==> src/rtl/dmem_copy_engine.sv <==
// dmem_copy_engine: block copy or constant fill of 16-bit words on the dmem port
module dmem_copy_engine #(
    parameter logic [15:0] ADDR_STEP = 16'd1
) (
    input  logic        clk,
    input  logic        reset,
    input  logic        start,
    input  logic        fillMode,
    input  logic [15:0] srcAddr,
    input  logic [15:0] dstAddr,
    input  logic [15:0] length,
    input  logic [15:0] fillValue,
    output logic        busy,
    output logic        done,
    output logic        memWrite,
    output logic [15:0] address,
    output logic [15:0] writeData,
    input  logic [15:0] readData
);
    typedef enum logic [2:0] {IDLE, READ, WRITE, FILL, DONE} state_t;
    state_t state, next_state;
    logic [15:0] src, dst, count, buffer, fill_value;
    logic        writing;
    always_ff @(posedge clk) begin
        if (reset) state <= IDLE;
        else state <= next_state;
    end
    always_comb begin
        next_state = state;
        case (state)
            IDLE:    next_state = !start ? IDLE : length == 16'd0 ? DONE : fillMode ? FILL : READ;
            READ:    next_state = WRITE;
            WRITE:   next_state = count == 16'd1 ? DONE : READ;
            FILL:    next_state = count == 16'd1 ? DONE : FILL;
            default: next_state = IDLE;
        endcase
    end
    always_ff @(posedge clk) begin
        if (reset) begin
            src        <= '0;
            dst        <= '0;
            count      <= '0;
            buffer     <= '0;
            fill_value <= '0;
        end else begin
            if (state == IDLE && start) begin
                src        <= srcAddr;
                dst        <= dstAddr;
                count      <= length;
                fill_value <= fillValue;
            end
            if (state == READ) buffer <= readData;
            if (writing) begin
                dst   <= dst + ADDR_STEP;
                count <= count - 16'd1;
            end
            if (state == WRITE) src <= src + ADDR_STEP;
        end
    end
    // reset gates the write strobe so nothing commits at the reset edge
    always_comb begin
        writing   = state == WRITE || state == FILL;
        busy      = state == READ || writing;
        done      = state == DONE;
        memWrite  = writing && !reset;
        address   = state == READ ? src : writing ? dst : 16'd0;
        writeData = state == WRITE ? buffer : state == FILL ? fill_value : 16'd0;
    end
endmodule

==> config.mk <==
export PLATFORM = sky130hd
export DESIGN_NAME = dmem_copy_engine
export DESIGN_NICKNAME = d
export VERILOG_FILES = /design/src/rtl/dmem_copy_engine.sv
export SDC_FILE = /design/constraint.sdc
export NUM_CORES = 1
export LEC_CHECK = 0
export CORE_MARGIN = 2
export CORE_UTILIZATION = 44
export DETAILED_ROUTE_END_ITERATION = 8
export GPL_TIMING_DRIVEN = 1
export MAX_ROUTING_LAYER = met4
export PLACE_DENSITY = 0.81
export REMOVE_ABC_BUFFERS = 1
export SKIP_CTS_REPAIR_TIMING = 1
export SLEW_MARGIN = 10
export SYNTH_ARGS = -nofsm -noshare
export SYNTH_HDL_FRONTEND = slang
export SYNTH_SLANG_ARGS = --single-unit
==> constraint.sdc <==
create_clock -name clk -period 1.9 [get_ports clk]
set_clock_uncertainty 0.2 [all_clocks]
set_input_delay 0.475 -clock clk [delete_from_list [all_inputs] [get_ports clk]]
set_output_delay 0.475 -clock clk [all_outputs]
set_load 0.03 [all_outputs]
After elaboration in Yosys (flattened, before gate mapping)
Cells that the tools add are included.
{"block": "op_classes", "addsub": 3, "n_eq_ne": 5, "muxes": 16, "n_reduce_logical": 9}
{"cell": "$mux 16", "n": 10}
{"cell": "$add 16x1->16 const B", "n": 2}
{"cell": "$eq 16x1->1 const B", "n": 1}
{"cell": "$logic_not 16->1", "n": 1}
{"cell": "$sub 16x1->16 const B", "n": 1}
{"cell": "$mux 3", "n": 4}
{"cell": "$pmux 3 s4", "n": 1}
{"cell": "$eq 3x2->1 const B", "n": 2}
{"cell": "$reduce_bool 2->1", "n": 2}
{"cell": "$eq 3x1->1 const B", "n": 1}
{"cell": "$eq 3x3->1 const B", "n": 1}
{"cell": "$logic_not 3->1", "n": 1}
{"cell": "$logic_and 1x1->1", "n": 2}
{"cell": "$logic_or 1x1->1", "n": 2}
{"cell": "$mux 2", "n": 1}
{"cell": "$logic_not 1->1", "n": 1}
{"block": "word_totals", "regBits": 83, "input_bits": 84, "out_inout_bits": 35}

Longest topological paths before layout
{"block": "depth", "ltp_word": 4, "ltp_mapped": 7}

Least setup slack after synthesis
Ideal clock, no wire load.
{"block": "synth_path", "kind": "reg2out", "start": "reg state[2]", "end": "out address[2]", "arrival_time_ns": 1.670, "slack_ns": -0.445, "path_stages_with_launch": 6, "n_path_buf": 2, "path_cell_list": "dfxtp_1 -> buf_4 -> inv_1 -> nand3_1 -> clkbuf_1 -> o21ai_0"}
{"block": "synth_via", "elab_chain_cells": 4}
{"element": "start: declaration", "line_no": "21", "text": "state_t state, next_state;"}
{"element": "start signal: assignment", "line_no": "26", "text": "else state <= next_state;"}
{"element": "$eq 3x2->1", "line_no": "62", "text": "writing = state == WRITE || state == FILL;"}
{"element": "$logic_or 1x1->1", "line_no": "62"}
{"element": "$mux 16", "line_no": "66", "text": "address = state == READ ? src : writing ? dst : 16'd0;"}
{"element": "$mux 16 (*)", "line_no": "66"}
{"element": "end: declaration", "line_no": "16", "text": "output logic [15:0] address,"}
Every way passes the cells marked *; elsewhere a longest branch is shown, timed or not.

Worst setup path after layout
{"block": "layout_path", "start": "reg state[1]", "end": "out address[12]"}
The elaborated chain is that of the path after synthesis.

==> impl_metrics.env <==
export IMPL_die_y_um=105
export IMPL_wire_length_of_the_first_global_routing_pass_um=22600
export IMPL_dr_first_iter_drc_count=428
export IMPL_synth_warning_count=0
export IMPL_wire_per_inst_um=16.9
export IMPL_post_route_period_util=1.16
export IMPL_average_cell_area_after_synthesis_um2=7.76
export IMPL_highest_layer="met4"
export IMPL_timing_fmax_mhz=455
export IMPL_synth_cell_type_count=63
export IMPL_layout_cells_non_filler=879
export IMPL_detail_route_wirelength_um=14900
export IMPL_run_status="finished with violations"
export IMPL_instance_count_of_the_mapped_netlist=578
export IMPL_setup_repair_after_global_routing_missed_its_margin="yes"
export IMPL_detailedRoute_firstPassIterationCount=5
export IMPL_timing_critical_path_to_type="primary output"
export IMPL_total_met2_wirelength_after_detailed_routing_um=7570
export IMPL_violations_in_the_final_reports="setup timing"
export IMPL_vias=5178
export IMPL_first_global_vias=4777
export IMPL_syn_area_um2=4490
export IMPL_hold_viol=0
export IMPL_worst_slack_ps=-296
export IMPL_slew_worst_pin_ps=396
export IMPL_max_cap_violations=0
export IMPL_cts_buffers_inserted=9
export IMPL_cts_htree_levels=3
export IMPL_antenna_violating_nets_post_route=0
export IMPL_setup_total_negative_slack_ps=-8700
export IMPL_core_um2=9820
export IMPL_async_reset_ff_frac=0
export IMPL_synth_edf_count=0
export IMPL_dp_worst_setup_slack_ps=-382
export IMPL_clock_latency_ps=350
export IMPL_dominantRegCellSynth="sky130_fd_sc_hd__dfxtp_1"
export IMPL_met3WireLength_um=1140
export IMPL_yosys_register_bits=83
export IMPL_synth_seq_area_share=0.370
export IMPL_routed_via_density=5.89
export IMPL_mostFrequentLayoutCells="sky130_fd_sc_hd__nand2_1 (101), sky130_fd_sc_hd__clkdlybuf4s50_1 (81), sky130_fd_sc_hd__dfxtp_1 (79), sky130_fd_sc_hd__buf_4 (76), sky130_fd_sc_hd__a21oi_1 (58)"
export IMPL_finish_net_count=830
export IMPL_antenna_cells=0
export IMPL_cpMaxStageDelayCell="sky130_fd_sc_hd__dfxtp_4"
export IMPL_gp_congestion=0.925
export IMPL_floorplan_initialDensity=0.457
export IMPL_inst_count_dp=849
export IMPL_largest_net_degree_at_the_start_of_global_routing=55
export IMPL_antenna_found_initial=0
export IMPL_critical_path_arrival_ps=1520
export IMPL_p_leak_uw=0.00259
export IMPL_worst_path_largest_cell_delay_ps=380
export IMPL_cts_sinks=83
export IMPL_globalRoute_totalOverflow=0
export IMPL_dieWidth_um=105
export IMPL_place_hpwl_um=10200
export IMPL_power_density_cell_area_nw_per_um2=736
export IMPL_slew_limit_headroom=0.734
export IMPL_track_usage=0.257
export IMPL_maxSlewViolCount=0
export IMPL_crit_path_cell_trace="nor2b_4, buf_6, clkbuf_16, a22o_1, buf_6"
export IMPL_critPathRequiredTime_ps=1220
export IMPL_cts_root_to_sink_buffers=2
export IMPL_layout_area_overhead_vs_synth_pct=51.8
export IMPL_post_layout_total_power_uw=5010
export IMPL_final_common_cell="sky130_fd_sc_hd__nand2_1"
export IMPL_io_buffers=118
export IMPL_finalSetupViolations=42
export IMPL_root_buffer="sky130_fd_sc_hd__clkbuf_8"
export IMPL_layout_drive_gt1_share=0.253
export IMPL_min_delay_path_class="reg -> reg"
export IMPL_worst_hold_slack_ps=258
export IMPL_power_ir_vdd_worst_v=0.000443
export IMPL_core_rowCount=36
export IMPL_critical_path_max_fanout=7
export IMPL_tritoncts="done"
export IMPL_remaining_drc_errors=0
export IMPL_cp_start_kind="flip-flop"
export IMPL_timing_setup_critical_path_class="reg -> out"
export IMPL_ios=119
export IMPL_fp_dieArea_um2=11000
export IMPL_timing_final_crit_period_ps=2200
export IMPL_clk_transition_reported_paths_ps=80
export IMPL_detail_route_wirelength_met1_um=5830
export IMPL_critical_path_top_cell_by_count="sky130_fd_sc_hd__buf_6"
-- power breakdown --
| group | internal, uW | switching [uW] |
|---|---|---|
| registers | 1890 | 168 |
| clock network | 765 | 635 |
| logic | 775 | 778 |
-- kinds of logic after synthesis --
group,Yosys count,share of synthesized area
and+or+nand+nor,264,0.296
AOI/OAI and AO/OA,153,0.220
DFF,83,0.370
buffers and inverters,52,0.0533
muxes,21,0.0471
adders and majority gates,4,0.0112
xor gates and xnor gates,1,0.00195
-- layer usage --
metal  up-vias  track usage
li1       2435            -
met1      2440        0.312
met2       265        0.430
met3        38       0.0455
met4         0       0.0905
met5         -            -
-- state kept, by name, indices dropped and copies added (netlist names) --
name and cells:
buffer 16, fill_value 16, count 16, state 3
src 16, dst 16
-- Yosys cell counts (3+ instances only) --
| library cell | count | area, um^2 |
|---|---|---|
| sky130_fd_sc_hd__a21oi_1 | 59 | 295 |
| sky130_fd_sc_hd__o21ai_0 | 16 | 80.1 |
| sky130_fd_sc_hd__a22oi_1 | 5 | 37.5 |
| sky130_fd_sc_hd__a22o_1 | 11 | 96.3 |
| sky130_fd_sc_hd__nand4_1 | 14 | 87.6 |
| sky130_fd_sc_hd__or3_1 | 12 | 75.1 |
| sky130_fd_sc_hd__nand2_1 | 104 | 390 |
| sky130_fd_sc_hd__and2_1 | 4 | 25.0 |
| sky130_fd_sc_hd__and4_1 | 5 | 43.8 |
| sky130_fd_sc_hd__dfxtp_1 | 83 | 1660 |
| sky130_fd_sc_hd__or4_1 | 3 | 22.5 |
| sky130_fd_sc_hd__and3_1 | 9 | 56.3 |
| sky130_fd_sc_hd__nand3_1 | 13 | 65.1 |
| sky130_fd_sc_hd__nor3_1 | 8 | 40.0 |
| sky130_fd_sc_hd__nor2_1 | 57 | 214 |
| sky130_fd_sc_hd__buf_6 | 3 | 33.8 |
| sky130_fd_sc_hd__inv_1 | 8 | 30.0 |
| sky130_fd_sc_hd__o211ai_1 | 11 | 82.6 |
| sky130_fd_sc_hd__mux2i_1 | 20 | 200 |
| sky130_fd_sc_hd__o311ai_0 | 3 | 26.3 |
| sky130_fd_sc_hd__a21o_1 | 3 | 22.5 |
| sky130_fd_sc_hd__a32oi_1 | 4 | 35.0 |
| sky130_fd_sc_hd__ha_1 | 4 | 50.1 |
| sky130_fd_sc_hd__buf_2 | 11 | 55.1 |
| sky130_fd_sc_hd__nor4_1 | 12 | 75.1 |
| sky130_fd_sc_hd__a31oi_1 | 22 | 138 |
| sky130_fd_sc_hd__clkbuf_1 | 28 | 105 |
-- per-stage QoR --
| step | utilization | instance area (um^2) |
|---|---|---|
| 6_report | 0.693 | 6810 |
| 5_1_grt | 0.693 | 6810 |
| 4_1_cts | 0.642 | 6300 |
| 3_5_place_dp | 0.620 | 6090 |
| 3_3_place_gp | 0.620 | 6090 |
| 2_1_floorplan | - | 4280 |
-- area by class of cell --
type / instances / area [um^2]
repair buffers: 197 / 1920
well taps: 133 / 166
clock inverters: 5 / 77.6
inverters: 8 / 32.5
multi-input cells: 443 / 2800
clock buffers: 10 / 138
fillers: 782 / 3010
flip-flops and latches: 83 / 1670
-- final timing paths --
path              startpoint  slack (ps)  cells past startpoint     endpoint
hold reg to reg   buffer[13]         260                      2   buffer[13]
setup / recovery    state[1]        -300                      5  address[12]
setup reg to reg    state[1]        -130                      8    count[15]
hold / removal    buffer[13]         260                      2   buffer[13]
-- worst max-delay path, delay by kind of cell, from the launching register on --
| kind | cells | cell delay, ps |
|---|---|---|
| and+or+nand+nor | 1 | 140 |
| DFF | 1 | 380 |
| AOI/OAI and AO/OA | 1 | 240 |
| buffers and inverters | 3 | 410 |
Note: power is estimated with default switching activity, not from simulation.
